File: src/rtl/dispense_sequencer_pkg.sv
// Shared definitions for the dispense sequencer: FSM state codes, the
// 28BYJ48 half-step coil table and the channel-select width helper.
package dispense_sequencer_pkg;

  typedef enum logic [2:0] {
    ST_IDLE  = 3'd0,
    ST_FWD   = 3'd1,
    ST_DWELL = 3'd2,
    ST_REV   = 3'd3,
    ST_CHECK = 3'd4,
    ST_DONE  = 3'd5,
    ST_FAULT = 3'd6
  } state_t;

  // Half-step sequence, coil A in bit 3 down to coil D in bit 0.
  function automatic logic [3:0] phase_coils(input logic [2:0] idx);
    logic [3:0] c;
    case (idx)
      3'd0:    c = 4'b1000;
      3'd1:    c = 4'b1100;
      3'd2:    c = 4'b0100;
      3'd3:    c = 4'b0110;
      3'd4:    c = 4'b0010;
      3'd5:    c = 4'b0011;
      3'd6:    c = 4'b0001;
      default: c = 4'b1001;
    endcase
    return c;
  endfunction

  // Width of the channel select: max(1, clog2(n)).
  function automatic int unsigned ch_w(input int unsigned n);
    return (n <= 2) ? 1 : $clog2(n);
  endfunction

endpackage

File: src/rtl/dispense_sequencer_debouncer.sv
// switch_debouncer: 2-FF synchronizer followed by a stable-count filter.
// Ports:
//   clk_50MHz  system clock
//   rst        asynchronous reset, active-low
//   raw        asynchronous switch input
//   deb        debounced level; follows raw only after DEB_CYCLES equal samples
module switch_debouncer #(
  parameter int unsigned DEB_CYCLES = 500000
) (
  input  logic clk_50MHz,
  input  logic rst,
  input  logic raw,
  output logic deb
);
  localparam int unsigned CW = $clog2(DEB_CYCLES + 1);

  logic          s1, s2;
  logic [CW-1:0] cnt;

  always_ff @(posedge clk_50MHz or negedge rst) begin
    if (!rst) begin
      s1  <= '0;
      s2  <= '0;
      cnt <= '0;
      deb <= '0;
    end else begin
      s1 <= raw;
      s2 <= s1;
      // cnt counts consecutive samples that disagree with the current output
      if (s2 == deb) begin
        cnt <= '0;
      end else if (cnt == CW'(DEB_CYCLES - 1)) begin
        deb <= s2;
        cnt <= '0;
      end else begin
        cnt <= cnt + 1'b1;
      end
    end
  end

endmodule

File: src/rtl/dispense_sequencer.sv
// dispense_sequencer: runs one selected hopper channel through `maximo`
// forward / dwell / reverse strokes of a 28BYJ48 stepper between two limits.
// Ports:
//   clk_50MHz  system clock             rst        async reset, active-low
//   start      level, rising edge runs  abort      level, forces IDLE
//   ch_sel     channel for the run      maximo     stroke count target
//   limit_fwd  raw fwd limits/channel   limit_rev  raw home limits/channel
//   coils      4 coils per channel      dir        0 fwd, 1 rev
//   busy       run in progress          done       1-cycle completion pulse
//   fault      sticky fault flag        rep_count  completed strokes
//   state      FSM state code
module dispense_sequencer
  import dispense_sequencer_pkg::*;
#(
  parameter  int unsigned N_CH        = 2,
  parameter  int unsigned CNT_W       = 4,
  parameter  int unsigned STEP_DIV    = 500000,
  parameter  int unsigned DWELL_TICKS = 200,
  parameter  int unsigned DEB_CYCLES  = 500000,
  parameter  int unsigned MAX_STEPS   = 4096,
  localparam int unsigned CH_W        = ch_w(N_CH)
) (
  input  logic              clk_50MHz,
  input  logic              rst,
  input  logic              start,
  input  logic              abort,
  input  logic [CH_W-1:0]   ch_sel,
  input  logic [CNT_W-1:0]  maximo,
  input  logic [N_CH-1:0]   limit_fwd,
  input  logic [N_CH-1:0]   limit_rev,
  output logic [4*N_CH-1:0] coils,
  output logic              dir,
  output logic              busy,
  output logic              done,
  output logic              fault,
  output logic [CNT_W-1:0]  rep_count,
  output logic [2:0]        state
);
  localparam int unsigned DIV_W = $clog2(STEP_DIV + 1);
  localparam int unsigned DW_W  = $clog2(DWELL_TICKS + 1);
  localparam int unsigned SC_W  = $clog2(MAX_STEPS + 1);

  state_t             state_q, state_d;
  logic               start_s1, start_s, start_d, abort_s1, abort_s, start_edge;
  logic [N_CH-1:0]    lf_deb, lr_deb;
  logic               lf, lr;
  logic [DIV_W-1:0]   div_cnt;
  logic               step_tick;
  logic [DW_W-1:0]    dwell_cnt;
  logic [SC_W-1:0]    step_cnt;
  logic [CH_W-1:0]    ch_q;
  logic [CNT_W-1:0]   target_q;
  logic [2:0]         phase_q [N_CH];
  logic               accept, clr_cnt, step_fwd, step_rev, dwell_inc, rep_inc, set_fault;

  for (genvar k = 0; k < N_CH; k++) begin : g_deb
    switch_debouncer #(.DEB_CYCLES(DEB_CYCLES)) u_fwd (
      .clk_50MHz(clk_50MHz), .rst(rst), .raw(limit_fwd[k]), .deb(lf_deb[k]));
    switch_debouncer #(.DEB_CYCLES(DEB_CYCLES)) u_rev (
      .clk_50MHz(clk_50MHz), .rst(rst), .raw(limit_rev[k]), .deb(lr_deb[k]));
  end

  always_ff @(posedge clk_50MHz or negedge rst) begin
    if (!rst) begin
      start_s1 <= '0;
      start_s  <= '0;
      start_d  <= '0;
      abort_s1 <= '0;
      abort_s  <= '0;
      div_cnt  <= '0;
    end else begin
      start_s1 <= start;
      start_s  <= start_s1;
      start_d  <= start_s;
      abort_s1 <= abort;
      abort_s  <= abort_s1;
      div_cnt  <= step_tick ? '0 : div_cnt + 1'b1;
    end
  end

  assign start_edge = start_s & ~start_d;
  assign step_tick  = (div_cnt == DIV_W'(STEP_DIV - 1));

  always_comb begin
    lf = 1'b0;
    lr = 1'b0;
    for (int unsigned k = 0; k < N_CH; k++) begin
      if (CH_W'(k) == ch_q) begin
        lf = lf_deb[k];
        lr = lr_deb[k];
      end
    end
  end

  always_ff @(posedge clk_50MHz or negedge rst) begin
    if (!rst) state_q <= ST_IDLE;
    else      state_q <= state_d;
  end

  always_comb begin
    state_d   = state_q;
    accept    = 1'b0;
    clr_cnt   = 1'b0;
    step_fwd  = 1'b0;
    step_rev  = 1'b0;
    dwell_inc = 1'b0;
    rep_inc   = 1'b0;
    set_fault = 1'b0;
    if (abort_s) begin
      state_d = ST_IDLE;
    end else begin
      case (state_q)
        ST_IDLE, ST_FAULT: begin
          if (start_edge) begin
            accept = 1'b1;
            if (maximo == '0) begin
              state_d = ST_DONE;
            end else if ({1'b0, ch_sel} >= (CH_W + 1)'(N_CH)) begin
              state_d   = ST_FAULT;
              set_fault = 1'b1;
            end else begin
              state_d = ST_FWD;
              clr_cnt = 1'b1;
            end
          end
        end
        ST_FWD: begin
          if (lf && lr) begin
            state_d   = ST_FAULT;
            set_fault = 1'b1;
          end else if (lf) begin
            state_d = ST_DWELL;
            clr_cnt = 1'b1;
          end else if (step_cnt == SC_W'(MAX_STEPS)) begin
            state_d   = ST_FAULT;
            set_fault = 1'b1;
          end else if (step_tick) begin
            step_fwd = 1'b1;
          end
        end
        ST_DWELL: begin
          if (step_tick) begin
            if (dwell_cnt == DW_W'(DWELL_TICKS - 1)) begin
              state_d = ST_REV;
              clr_cnt = 1'b1;
            end else begin
              dwell_inc = 1'b1;
            end
          end
        end
        ST_REV: begin
          if (lf && lr) begin
            state_d   = ST_FAULT;
            set_fault = 1'b1;
          end else if (lr) begin
            state_d = ST_CHECK;
            rep_inc = 1'b1;
          end else if (step_cnt == SC_W'(MAX_STEPS)) begin
            state_d   = ST_FAULT;
            set_fault = 1'b1;
          end else if (step_tick) begin
            step_rev = 1'b1;
          end
        end
        ST_CHECK: begin
          if (rep_count == target_q) begin
            state_d = ST_DONE;
          end else begin
            state_d = ST_FWD;
            clr_cnt = 1'b1;
          end
        end
        ST_DONE: state_d = ST_IDLE;
        default: state_d = ST_IDLE;
      endcase
    end
  end

  always_ff @(posedge clk_50MHz or negedge rst) begin
    if (!rst) begin
      ch_q      <= '0;
      target_q  <= '0;
      rep_count <= '0;
      fault     <= '0;
      step_cnt  <= '0;
      dwell_cnt <= '0;
      for (int unsigned k = 0; k < N_CH; k++) phase_q[k] <= '0;
    end else begin
      if (accept) begin
        ch_q      <= ch_sel;
        target_q  <= maximo;
        rep_count <= '0;
      end
      if (set_fault)   fault <= 1'b1;
      else if (accept) fault <= 1'b0;
      if (clr_cnt) begin
        step_cnt  <= '0;
        dwell_cnt <= '0;
      end else begin
        if (step_fwd || step_rev) step_cnt  <= step_cnt + 1'b1;
        if (dwell_inc)            dwell_cnt <= dwell_cnt + 1'b1;
      end
      if (rep_inc && rep_count != target_q) rep_count <= rep_count + 1'b1;
      // Phase index is kept per channel so a motor resumes where it stopped.
      for (int unsigned k = 0; k < N_CH; k++) begin
        if (CH_W'(k) == ch_q) begin
          if (step_fwd)      phase_q[k] <= phase_q[k] + 3'd1;
          else if (step_rev) phase_q[k] <= phase_q[k] - 3'd1;
        end
      end
    end
  end

  // Coils are decoded from registered state so an async reset drops them at once.
  always_comb begin
    coils = '0;
    if (state_q == ST_FWD || state_q == ST_REV) begin
      for (int unsigned k = 0; k < N_CH; k++) begin
        if (CH_W'(k) == ch_q) coils[4*k +: 4] = phase_coils(phase_q[k]);
      end
    end
  end

  assign dir   = (state_q == ST_REV);
  assign busy  = (state_q == ST_FWD) || (state_q == ST_DWELL) ||
                 (state_q == ST_REV) || (state_q == ST_CHECK);
  assign done  = (state_q == ST_DONE);
  assign state = state_q;

endmodule
File: config.mk
export PLATFORM = sky130hd
export DESIGN_NAME = dispense_sequencer
export DESIGN_NICKNAME = d
export VERILOG_FILES = /design/src/rtl/dispense_sequencer_pkg.sv /design/src/rtl/dispense_sequencer_debouncer.sv /design/src/rtl/dispense_sequencer.sv
export SDC_FILE = /design/constraint.sdc
export NUM_CORES = 1
export LEC_CHECK = 0
export CORE_UTILIZATION = 30
export CTS_BUF_LIST = sky130_fd_sc_hd__clkbuf_8
export CTS_CLUSTER_DIAMETER = 40
export DETAILED_ROUTE_END_ITERATION = 10
export PLACE_DENSITY = 0.43
export SYNTH_ARGS = -nofsm -noshare
export SYNTH_HDL_FRONTEND = slang
export SYNTH_SLANG_ARGS = --single-unit
File: constraint.sdc
create_clock -name clk_50MHz -period 3.3 [get_ports clk_50MHz]
set_input_delay 0.66 -clock clk_50MHz [delete_from_list [all_inputs] [get_ports clk_50MHz]]
set_output_delay 0.66 -clock clk_50MHz [all_outputs]
set_load 0.02 [all_outputs]
==> parameters.txt <==
Parameter                              Value

Clock network
  Clock Latency Late Sink ... about 0.45 ns
  CTS Hold Buffers Added ... 0
  Clock tree from TritonCTS ... built
  Post-CTS Setup Bufs ... 0
  Buffer type at the clock tree root ... clkbuf_8
  Total number of H-tree levels ... 4
  Clock-pin transition on the worst setup and hold timing paths ... ~0.090 ns
  CTS resizes ... 6
  Bufs on Longest Clock Path ... 2
  Total clock sinks ... between 150 and 200
  Number of buffers inserted during clock tree synthesis ... 17

Drt
  Vias ... ~5600
  Avg WL per Cell ... approximately 14 um
  1st-iter DRT viols ... 402
  Vias per cell ... approximately 4.7
  Detailed Route WL ... around 16 mm
  DRC viols ... 0
  Initial DRT Pass Iterations ... 8
  Routed Antenna Nets ... 0

Floorplan
  Area enclosed by the die boundary ... between 20000 and 30000 um2
  Die Height ... roughly 160 um
  Number of core rows ... 58
  Die width ... around 160 um
  Top Ports ... 32
  Core ar. ... ~25000 um2
  Starting density of the core ... a little under a third

Logic synthesis
  Area leader, netlist ... dfrtp_1
  Synthesis Warnings ... 0
  Leading cell types by count after synthesis ... dfrtp_1, nor2_1, xnor2_1
  Leading cell types by total area after synthesis ... dfrtp_1, xnor2_1, nor2_1
  Cell area after technology mapping ... between 7000 and 8000 um2
  Sequential area share after synthesis ... a little under 50%
  Mapped Cells ... approximately 800
  Area share of the largest cell type after synthesis ... between 40% and 50%
  Post-Syn Area per Cell ... just under 10 um2
  Flop and latch count out of synthesis ... 152
  Number of distinct library cells after synthesis ... 50
  Ys async rst share ... 100%
  Mapped Nets ... between 800 and 900
  Ys flop type ... dfrtp_1
  Most used standard cell by instance count after synthesis ... dfrtp_1
  Post-synth EDFFs ... 0

Place
  HPWL after detailed placement ... 11.1 mm
  Count of port buffers added during placement ... 31
  DP Area ... ~8500 um2
  Placer Congestion ... ~0.76

Setup path
  Biggest cell delay along the critical path ... roughly 0.4 ns
  Worst Path Required ... between 2 and 3 ns
  Crit Path Class ... reg2out
  Kind of start point of the critical path ... flip-flop
  Most Frequent Cell on Critical Path ... ha_1
  Standard cell with the maximum stage delay on the critical path ... dfrtp_1
  Worst Reg-to-Reg Cells ... 5
  CP Capture Type ... output port
  Slack of the worst reg-to-reg path ... about 0.32 ns
  Endpoint of the worst-slack reg-to-reg timing path ... step_cnt[7]
  Cells along the critical path ... inv_1 -> ha_1 -> ha_1 -> a2111oi_4 -> buf_4 -> a2111oi_1 -> dlygate4sd1_1
  Source of the worst register-to-register timing path ... div_cnt[6]
  Maximum fanout count along the critical path ... 4
  Arrival time at the worst endpoint ... approximately 2.5 ns

Global route
  Met1 Usage GRT ... 17.9%
  GR Util met2 ... 20.6%
  Pin count of the biggest net entering global routing ... 71
  Initial antenna violation count ... 0
  Busiest layer in global routing ... met2
  Combined global-route utilization of all metal layers ... a little over an eighth
  GRT overflow ... 0
  Global-route track usage on met3 ... around 2.6%
  First-pass GRT wire length ... between 20 and 30 mm
  Number of global-route vias before repair ... about 5500

Timing
  Highest clock rate ... 317 MHz
  Max-slew violation count ... 0
  Largest clock skew in the final design ... 0.0121 ns
  Transition at the pin with the smallest max-transition slack ... between 0.6 and 0.7 ns
  Final setup viols ... 0
  Minimum clock period after layout ... roughly 3.2 ns
  Number of failing hold endpoints at the final stage ... 0
  Part of the cycle the worst path needs ... around 96%
  Rel. slew slack ... between 50% and 60%
  Post-route setup TNS ... 0 ns

Power
  Internal power of the cells ... ~0.0026 W
  Clock share of power ... about two fifths
  Leakage power figure ... 3.62 nW
  Worst IR Drop VDD ... a little under 0.0002 V
  Share of total power in combinational logic ... 6.2%
  Switching Share ... between 20% and 30%
  Power density of the placed cells ... 406 nW/um2
  Net switching power of the design ... between 0.0009 and 0.001 W
  Sequential share of power ... 54.0%

Finish
  Final net count ... roughly 870
  Layout Area Growth over Synthesis ... 15.4%
  Fraction of layout instances using a drive strength above 1 ... 8.92%
  Antenna fix cells ... 0
  Summed area of non-filler cells in the final layout ... approximately 9000 um2
  Share of the core filled with cells ... a little over a third

Worst hold path
  Worst hold path class ... in2async

Job
  Reported max-cap violation count ... 0

Run status
  Outcome ... finished clean
power by group through the flow:
stage	Sequential, W	Combinational, W	Clock (W)
floorplan	0.00197	0.000131	0
global placement	0.00199	0.000234	0
detailed placement	0.00199	0.000233	0
CTS	0.00196	0.000232	0.00152
global route	0.00196	0.000255	0.00159
finish	0.00195	0.000223	0.00144
layout make-up:
type / count / area, um2
Fill cell: 2571 / 16300
Sequential cell: 152 / 3800
Multi-Input combinational cell: 589 / 3730
Timing Repair Buffer: 49 / 455
Tap cell: 330 / 413
Clock buffer: 17 / 234
Clock inverter: 15 / 158
Inverter: 30 / 113
worst max-delay path by stage:
stage / start / end / slack (ns) / cells after the start
after global placement: phase_q[4] / coils[0] / 0.31 / 8
after detailed placement: phase_q[0] / coils[7] / 0.32 / 7
after floorplan: state[0] / coils[1] / 0.46 / 4
final: phase_q[4] / coils[1] / 0.14 / 7
after global routing: phase_q[4] / coils[1] / -0.03 / 7
after CTS: phase_q[3] / coils[3] / 0.05 / 7
flip-flops by register name, indices dropped and copies added (netlist names), 2 cells and up:
name and flops:
target_q 4, state 3, phase_q 6, rep_count 4
dwell_cnt 8, g_deb.u_fwd.s2 2, g_deb.u_rev.deb 2, step_cnt 13
g_deb.u_rev.s1 2, g_deb.u_rev.s2 2, g_deb.u_fwd.cnt 38, g_deb.u_rev.cnt 38
g_deb.u_fwd.s1 2, div_cnt 19, g_deb.u_fwd.deb 2
metrics by stage:
step	instances	setup slack, ns	total power [W]	hold WS (ns)
2_1_floorplan	795	0.457	0.00211	0.331
3_3_place_gp	1150	0.308	0.00223	0.332
3_5_place_dp	1150	0.322	0.00222	0.336
4_1_cts	1182	0.0514	0.00370	0.212
5_1_grt	1182	-0.0335	0.00381	0.239
6_report	1182	0.141	0.00362	0.207
metal layers:
layer / vias to the layer above / part of all wire, %
met2: 60 / 45
met4: 0 / 1.3
met5: - / 0
li1: 2844 / -
met3: 15 / 2.7
met1: 2665 / 51
cells by family (layout without fill, tap and decap cells):
group | Yosys count | in the layout | share of synthesized area, %
simple gates | 380 | 380 | 24.7
mux | 22 | 22 | 3.22
compound gates | 62 | 62 | 4.94
flops | 152 | 152 | 49.3
fa+ha+maj | 21 | 21 | 3.40
xor+xnor | 104 | 104 | 11.8
buf+inv | 54 | 111 | 2.66
worst max-delay path, delay by kind of cell, from the launching register on:
family / cells / cell delay, ns
compound gates: 2 / 0.48
buf+inv: 3 / 0.65
flops: 1 / 0.41
fa+ha+maj: 2 / 0.50
layout by cell type, fill, tap and decap left out, drive strengths merged, types with 6 or more instances in the layout:
master | synthesis | layout
o21ai | 16 | 16
mux2 | 13 | 13
nor4b | 9 | 9
or4 | 10 | 10
nand2 | 55 | 55
inv | 30 | 39
xnor2 | 69 | 69
ha | 21 | 21
and3 | 6 | 6
mux2i | 8 | 8
nor4 | 20 | 20
clkdlybuf4s50 | 0 | 24
nand3 | 51 | 51
a21oi | 23 | 23
o31ai | 7 | 7
or3 | 14 | 14
buf | 4 | 19
dfrtp | 152 | 152
nor3 | 30 | 30
and4 | 8 | 8
clkbuf | 20 | 18
xor2 | 35 | 35
nand4 | 20 | 20
or2 | 8 | 8
nor2 | 128 | 128
(Power assumes the default switching activity.)
